--- config.mk ---
export PLATFORM = sky130hd
export DESIGN_NAME = ones_frame_acc
export DESIGN_NICKNAME = d
export VERILOG_FILES = /design/src/rtl/ones_pkg.sv /design/src/rtl/ones_sat_add.sv /design/src/rtl/ones_frame_acc.sv
export SDC_FILE = /design/constraint.sdc
export NUM_CORES = 1
export LEC_CHECK = 0
export CELL_PAD_IN_SITES_DETAIL_PLACEMENT = 0
export CELL_PAD_IN_SITES_GLOBAL_PLACEMENT = 1
export CORE_UTILIZATION = 40
export CTS_BUF_LIST = sky130_fd_sc_hd__clkbuf_2 sky130_fd_sc_hd__clkbuf_4 sky130_fd_sc_hd__clkbuf_8
export CTS_CLUSTER_DIAMETER = 60
export DETAILED_ROUTE_END_ITERATION = 10
export PLACE_DENSITY = 0.9
export SYNTH_ARGS = -nofsm -noshare
export SYNTH_HDL_FRONTEND = slang
export SYNTH_SLANG_ARGS = --single-unit
--- constraint.sdc ---
create_clock -name clk -period 2.2 [get_ports clk]
set_input_delay 0.33 -clock clk [delete_from_list [all_inputs] [get_ports clk]]
set_output_delay 0.33 -clock clk [all_outputs]
set_load 0.1 [all_outputs]
--- src/rtl/ones_pkg.sv ---
// Shared definitions for the frame ones accumulator: state encoding and
// datapath widths used by the accumulator and its saturating adder.
package ones_pkg;

  typedef enum logic {
    ACCUM = 1'b0,
    HOLD  = 1'b1
  } state_t;

  localparam int COUNT_W       = 3;
  localparam int SUM_W_DEFAULT = 10;

endpackage

--- src/rtl/ones_sat_add.sv ---
// Saturating add of a 3-bit per-word ones count onto the frame total.
// sat is asserted when the true sum would exceed the all-ones maximum.
module ones_sat_add
  import ones_pkg::*;
#(
  parameter int SUM_W = SUM_W_DEFAULT
) (
  input  logic [SUM_W-1:0]   a,
  input  logic [COUNT_W-1:0] b,
  output logic [SUM_W-1:0]   y,
  output logic               sat
);

  logic [SUM_W:0] wide;

  // One guard bit is enough: the operand never exceeds 7.
  assign wide = {1'b0, a} + {{(SUM_W + 1 - COUNT_W){1'b0}}, b};
  assign sat  = wide[SUM_W];
  assign y    = sat ? {SUM_W{1'b1}} : wide[SUM_W-1:0];

endmodule

--- src/rtl/ones_frame_acc.sv ---
// Accumulates per-word ones counts over a frame and hands the frame total,
// word count and status flags to the consumer over a valid/ready handshake.
module ones_frame_acc
  import ones_pkg::*;
#(
  parameter int SUM_W     = SUM_W_DEFAULT,
  parameter int MAX_WORDS = 64,
  parameter int WCNT_W    = 7
) (
  input  logic               clk,
  input  logic               rst,
  input  logic               in_valid,
  output logic               in_ready,
  input  logic [COUNT_W-1:0] in_count,
  input  logic               in_last,
  output logic               sum_valid,
  input  logic               sum_ready,
  output logic [SUM_W-1:0]   sum,
  output logic [WCNT_W-1:0]  words,
  output logic               overflow,
  output logic               forced
);

  state_t              state, state_next;
  logic [SUM_W-1:0]    acc, acc_add;
  logic                sat;
  logic [WCNT_W-1:0]   wcnt, wcnt_inc;
  logic                ovf, ovf_next;
  logic                accept, close, at_limit, release_hold;

  ones_sat_add #(.SUM_W(SUM_W)) u_sat_add (
    .a  (acc),
    .b  (in_count),
    .y  (acc_add),
    .sat(sat)
  );

  // Handshake outputs decode only the registered state, so neither ready
  // nor valid depends combinationally on the opposite side.
  always_comb begin
    state_next   = state;
    in_ready     = 1'b0;
    sum_valid    = 1'b0;
    accept       = 1'b0;
    close        = 1'b0;
    release_hold = 1'b0;
    wcnt_inc     = wcnt + WCNT_W'(1);
    at_limit     = (wcnt_inc == WCNT_W'(MAX_WORDS));
    ovf_next     = ovf | sat;
    case (state)
      ACCUM: begin
        in_ready = 1'b1;
        accept   = in_valid;
        close    = in_valid & (in_last | at_limit);
        if (close) state_next = HOLD;
      end
      HOLD: begin
        sum_valid    = 1'b1;
        release_hold = sum_ready;
        if (sum_ready) state_next = ACCUM;
      end
      default: state_next = ACCUM;
    endcase
  end

  always_ff @(posedge clk or posedge rst) begin
    if (rst) state <= ACCUM;
    else     state <= state_next;
  end

  always_ff @(posedge clk or posedge rst) begin
    if (rst) begin
      acc      <= '0;
      wcnt     <= '0;
      ovf      <= 1'b0;
      sum      <= '0;
      words    <= '0;
      overflow <= 1'b0;
      forced   <= 1'b0;
    end else begin
      if (accept) begin
        acc  <= acc_add;
        wcnt <= wcnt_inc;
        ovf  <= ovf_next;
      end
      if (close) begin
        sum      <= acc_add;
        words    <= wcnt_inc;
        overflow <= ovf_next;
        forced   <= at_limit & ~in_last;
      end
      // Running totals are wiped only once the consumer takes the result.
      if (release_hold) begin
        acc  <= '0;
        wcnt <= '0;
        ovf  <= 1'b0;
      end
    end
  end

endmodule

Word level (Yosys, flattened, before mapping)
Cells that the tools add are included.
- register bits after elaboration: 38
- bits of input ports: 8
- output and inout port bits: 21
- logic and storage cells: 33
- add/subtract/negate cells: 2
- eq/ne operators: 1
- mux-type cells: 15
- bitwise operators: 6
- reductions and logical operators: 1
- operators by type and width (kind ; number):
    two-way mux 10 bit ; 3
    two-way mux 7 bit ; 2
    adder 10 x 3 -> 11 bit ; 1
    two-way mux 1 bit ; 9
    adder 7 x 1 -> 7 bit (second input constant) ; 1
    equality test 7 bit (second input constant) ; 1
    AND 1 bit ; 2
    inverter 1 bit ; 2
    bitwise OR 1 bit ; 2
    case mux 1 bit (2 select lines) ; 1
    nonzero test 2 bit ; 1

Longest topological paths before layout
- depth in word-level cells: 6
- gate-level depth with buffers: 7
- gate-level depth less buffers: 6

Hierarchy
From an unflattened synthesis, not the netlist that was laid out.
- cell total of the unflattened synthesis: 178
- area, all modules: 1970.6 um^2
- by module, submodules not included (module ; instances ; cells each ; area each (um^2) ; seq. area each (um^2)):
    ones_frame_acc ; 1 ; 134 ; 1645.3 ; 950.9
    ones_sat_add ; 1 ; 44 ; 325.3 ; 0.0

Least setup slack after synthesis
No wires, ideal clock.
- kind: flip-flop to flip-flop
- from: register acc[0]
- to: register sum[3]
- setup time: 0.126 ns
- arrival: 1.980 ns
- data required time: 2.074 ns
- path slack: 0.094 ns
- stages on the path, launching flop included: 8
- path buffers: 1
- cells stage by stage: dfrtp_1 > ha_1 > fa_1 > a21oi_1 > or3_1 > clkbuf_1 > o21ai_0 > mux2_2
- word-level cells in the longest chain between the ends: 2
- ends and longest elaborated chain (element ; line ; text):
    start, declared ; ones_frame_acc.sv:25 ; logic [SUM_W-1:0] acc, acc_add;
    start signal, assigned ; ones_frame_acc.sv:73 ; acc <= '0;
    start signal, assigned ; ones_frame_acc.sv:82 ; acc <= acc_add;
    start signal, assigned ; ones_frame_acc.sv:94 ; acc <= '0;
    adder 10 x 3 -> 11 bit ; ones_sat_add.sv:17 ; assign wide = {1'b0, a} + {{(SUM_W + 1 - COUNT_W){1'b0}}, b};
    two-way mux 10 bit ; ones_sat_add.sv:19 ; assign y = sat ? {SUM_W{1'b1}} : wide[SUM_W-1:0];
    end signal, assigned ; ones_frame_acc.sv:76 ; sum <= '0;
    end signal, assigned ; ones_frame_acc.sv:87 ; sum <= acc_add;
    end, declared ; ones_frame_acc.sv:18 ; output logic [SUM_W-1:0] sum,
Every way passes these cells.
A chain may end at the register's enable or synchronous reset.

Worst setup path in the final report
- from: input in_count[1]
- to: register sum[9]
- word-level cells in the longest chain between the ends: 2
- ends and longest elaborated chain (element ; line ; text):
    start, declared ; ones_frame_acc.sv:14 ; input logic [COUNT_W-1:0] in_count,
    adder 10 x 3 -> 11 bit ; ones_sat_add.sv:17 ;
    two-way mux 10 bit ; ones_sat_add.sv:19 ;
Every way passes these cells.

==> reports/qor.yml <==
cp-start-kind: "input pin"
first_global_vias: 1528
grt_pass1_wl_um: 7190
slowest_delay_ns: 0.46
netlist_area_um2: 2030
antenna_found_initial: 0
finalMaxSlewViolations: 0
avgSynthCellArea_um2: 10.3
track_usage_pct: 18.1
drive_gt1_share_pct: 29.2
port_buffers: 28
fin_area_um2: 2530
synth-edff-count: 0
fillers: 433
critPathKind: "input pin to flip-flop"
cts_root_buffer: "clkbuf_8"
fin_crit_ns: 2.13
p_per_area_nw_per_um2: 1110
fin_crit_sh_pct: 96.8
hold_class: "input pin to async pin"
ys_top_cells_by_count: "dfrtp_1 (38), o21ai_0 (19), nand2_1 (17), a21oi_1 (16), inv_1 (13)"
ys_ff_latch: 38
required_ns: 2.38
via_count: 1576
synth.area.top_cells: "dfrtp_1 (47%), mux2_2 (5.6%), o21ai_0 (4.7%)"
path_cells: "clkdlybuf4s50_1 -> ha_1 -> a211oi_2 -> nor4_1 -> mux2_2 -> mux2_4"
hold_viol: 0
synthArstFlopShare_pct: 100
first_pass_iters: 4
regArea_um2: 951
synthCells: 196
cts_setup_buffers: 0
p_leak_nw: 1.24
max-slew-margin-rel_pct: 59.0
die_y_um: 73.2
gp_congestion: 0.821
core-area_um2: 4790
fmax_mhz: 469
final-setup-viol-count: 0
synth_nets: 209
cts_max_path_buffers: 2
cts-hold-fix-buffers: 0
syn_to_final_growth_pct: 25.0
peakVddDrop_mv: 1.02
cts_tree: "built"
yosysSeqAreaShare_pct: 46.9
critPathTopFamily: "multiplexers"
drt_iter0_markers: 63
path_max_fanout: 2
num_rows: 25
io_pins: 29
worstPathArrival_ns: 2.31
tightest_slew_ns: 0.616
ant_nets: 0
via_per_inst: 5.08
nNetsFinal: 255
diodes: 0
drc: 0
drt-total-wl_um: 4100
cts_sinks: 38
die_area_um2: 5350
htreeDepth: 2
clk_pin_slew_ns: 0.08
die_x_um: 73.2
clk_latency_ns: 0.29
cts_resized: 0
grt_overflow: 0
cap_violations: 0
yosysUniqueCellTypes: 44
yosys.area.top_type: "dfrtp_1"
initial_core_util_pct: 42.3
yosysMostFrequentCell: "dfrtp_1"
grt_max_degree: 39
synth_top_area_share_pct: 46.9
yosys_warnings: 0
dpl_cell_area_um2: 2430
critPathSlowestCell: "clkdlybuf4s50_1"
worst-path-buf-inv: 1
cts_made_buffers: 5
end_kind: "flip-flop"
outcome: "completed"
total_power_w: 0.00281
multiInputGateArea_um2: 983
finClkSkew_ns: 0.00546
ys.flop_type: "dfrtp_1"
wl_per_cell_um: 13.2
dpl.hpwl_um: 2900
-- tightest hold or removal path, stage by stage --
cell	delay, ns
clkdlybuf4s50_1	0.40
inv_1	0.05
buf_4	0.41
-- where the power goes --
part           internal [W]  switching [W]
Sequential         0.000832       0.000111
Clock              0.000252       0.000247
Combinational      0.000426       0.000946
Total               0.00151        0.00130
-- final timing paths --
path / slack (ns) / start / depth (start not counted) / to
worst max register to register: 0.16 / acc[1] / 5 / sum[9]
worst max-delay path: 0.07 / in_count[1] / 6 / sum[9]
min in group clk: 0.49 / acc[0] / 2 / acc[0]
max in group asynchronous: 1.39 / rst / 3 / acc[2]
worst min-delay path: 0.46 / rst / 3 / sum[4]
worst min register to register: 0.49 / acc[0] / 2 / acc[0]
-- flip-flops by register name, summed over array words and instances, names as in the netlist --
register and count:
ovf 1, state 1, sum 10, forced 1, wcnt 7, acc 10, overflow 1, words 7
-- final cells by class --
cell class / instances / area share [%]
clock inverter: 2 / 0.494
timing repair buffer: 47 / 14.6
tap: 67 / 3.31
multi-input combinational: 137 / 38.8
clock buffer: 6 / 3.26
sequential: 38 / 37.5
inverter: 13 / 1.93
-- through the flow --
step / hold WS [ns] / std cells / TNS (ns) / setup slack (ns) / util (%)
finish: 0.462 / 310 / 0 / 0.0698 / 52.9
global route: 0.501 / 310 / -0.00786 / -0.00786 / 52.9
CTS: 0.479 / 310 / 0 / 0.0190 / 52.7
detailed placement: 0.480 / 302 / -3.34 / -0.275 / 50.7
global placement: 0.475 / 302 / -2.70 / -0.229 / 50.7
floorplan: 0.420 / 196 / 0 / 0.0937 / -
-- placed cells by master, fill, tap and decap left out, types with 2 or more instances in the layout --
cell,synthesis,final
a21oi_1,16,15
nor2_1,7,7
mux2_2,10,10
clkbuf_8,0,6
a31oi_1,2,2
nor3_1,4,4
or2_2,2,2
and3_1,3,3
nand2b_1,3,3
nand3_1,5,5
ha_1,4,4
dfrtp_1,38,38
o22ai_1,2,2
clkdlybuf4s50_1,0,7
buf_4,0,40
mux2_4,3,3
xnor2_1,4,4
a22o_1,2,2
xor2_1,2,2
or4_1,3,3
inv_1,13,13
o21ai_0,19,19
o31ai_1,3,3
a21o_1,2,2
nand2_1,17,17
mux2i_1,7,7
-- metal layers --
layer / share of wire (%) / track usage (%)
met1: 48 / 25.2
met2: 45 / 26.2
met3: 5.5 / 4.70
met4: 1.4 / 8.28
met5: 0 / 0
-- kinds of logic (layout without fill, tap and decap cells) --
logic type,Yosys count,after routing,share of synthesized area [%]
buffers and inverters,21,68,4.94
flip-flops,38,38,46.9
AND/OR/NAND/NOR,53,53,14.5
AO/OA/AOI/OAI,53,53,16.4
adder cells (fa/ha/maj),5,5,3.46
XOR/XNOR,6,6,2.59
multiplexers,20,20,11.2
No activity file was read; power rests on OpenSTA's default activity.
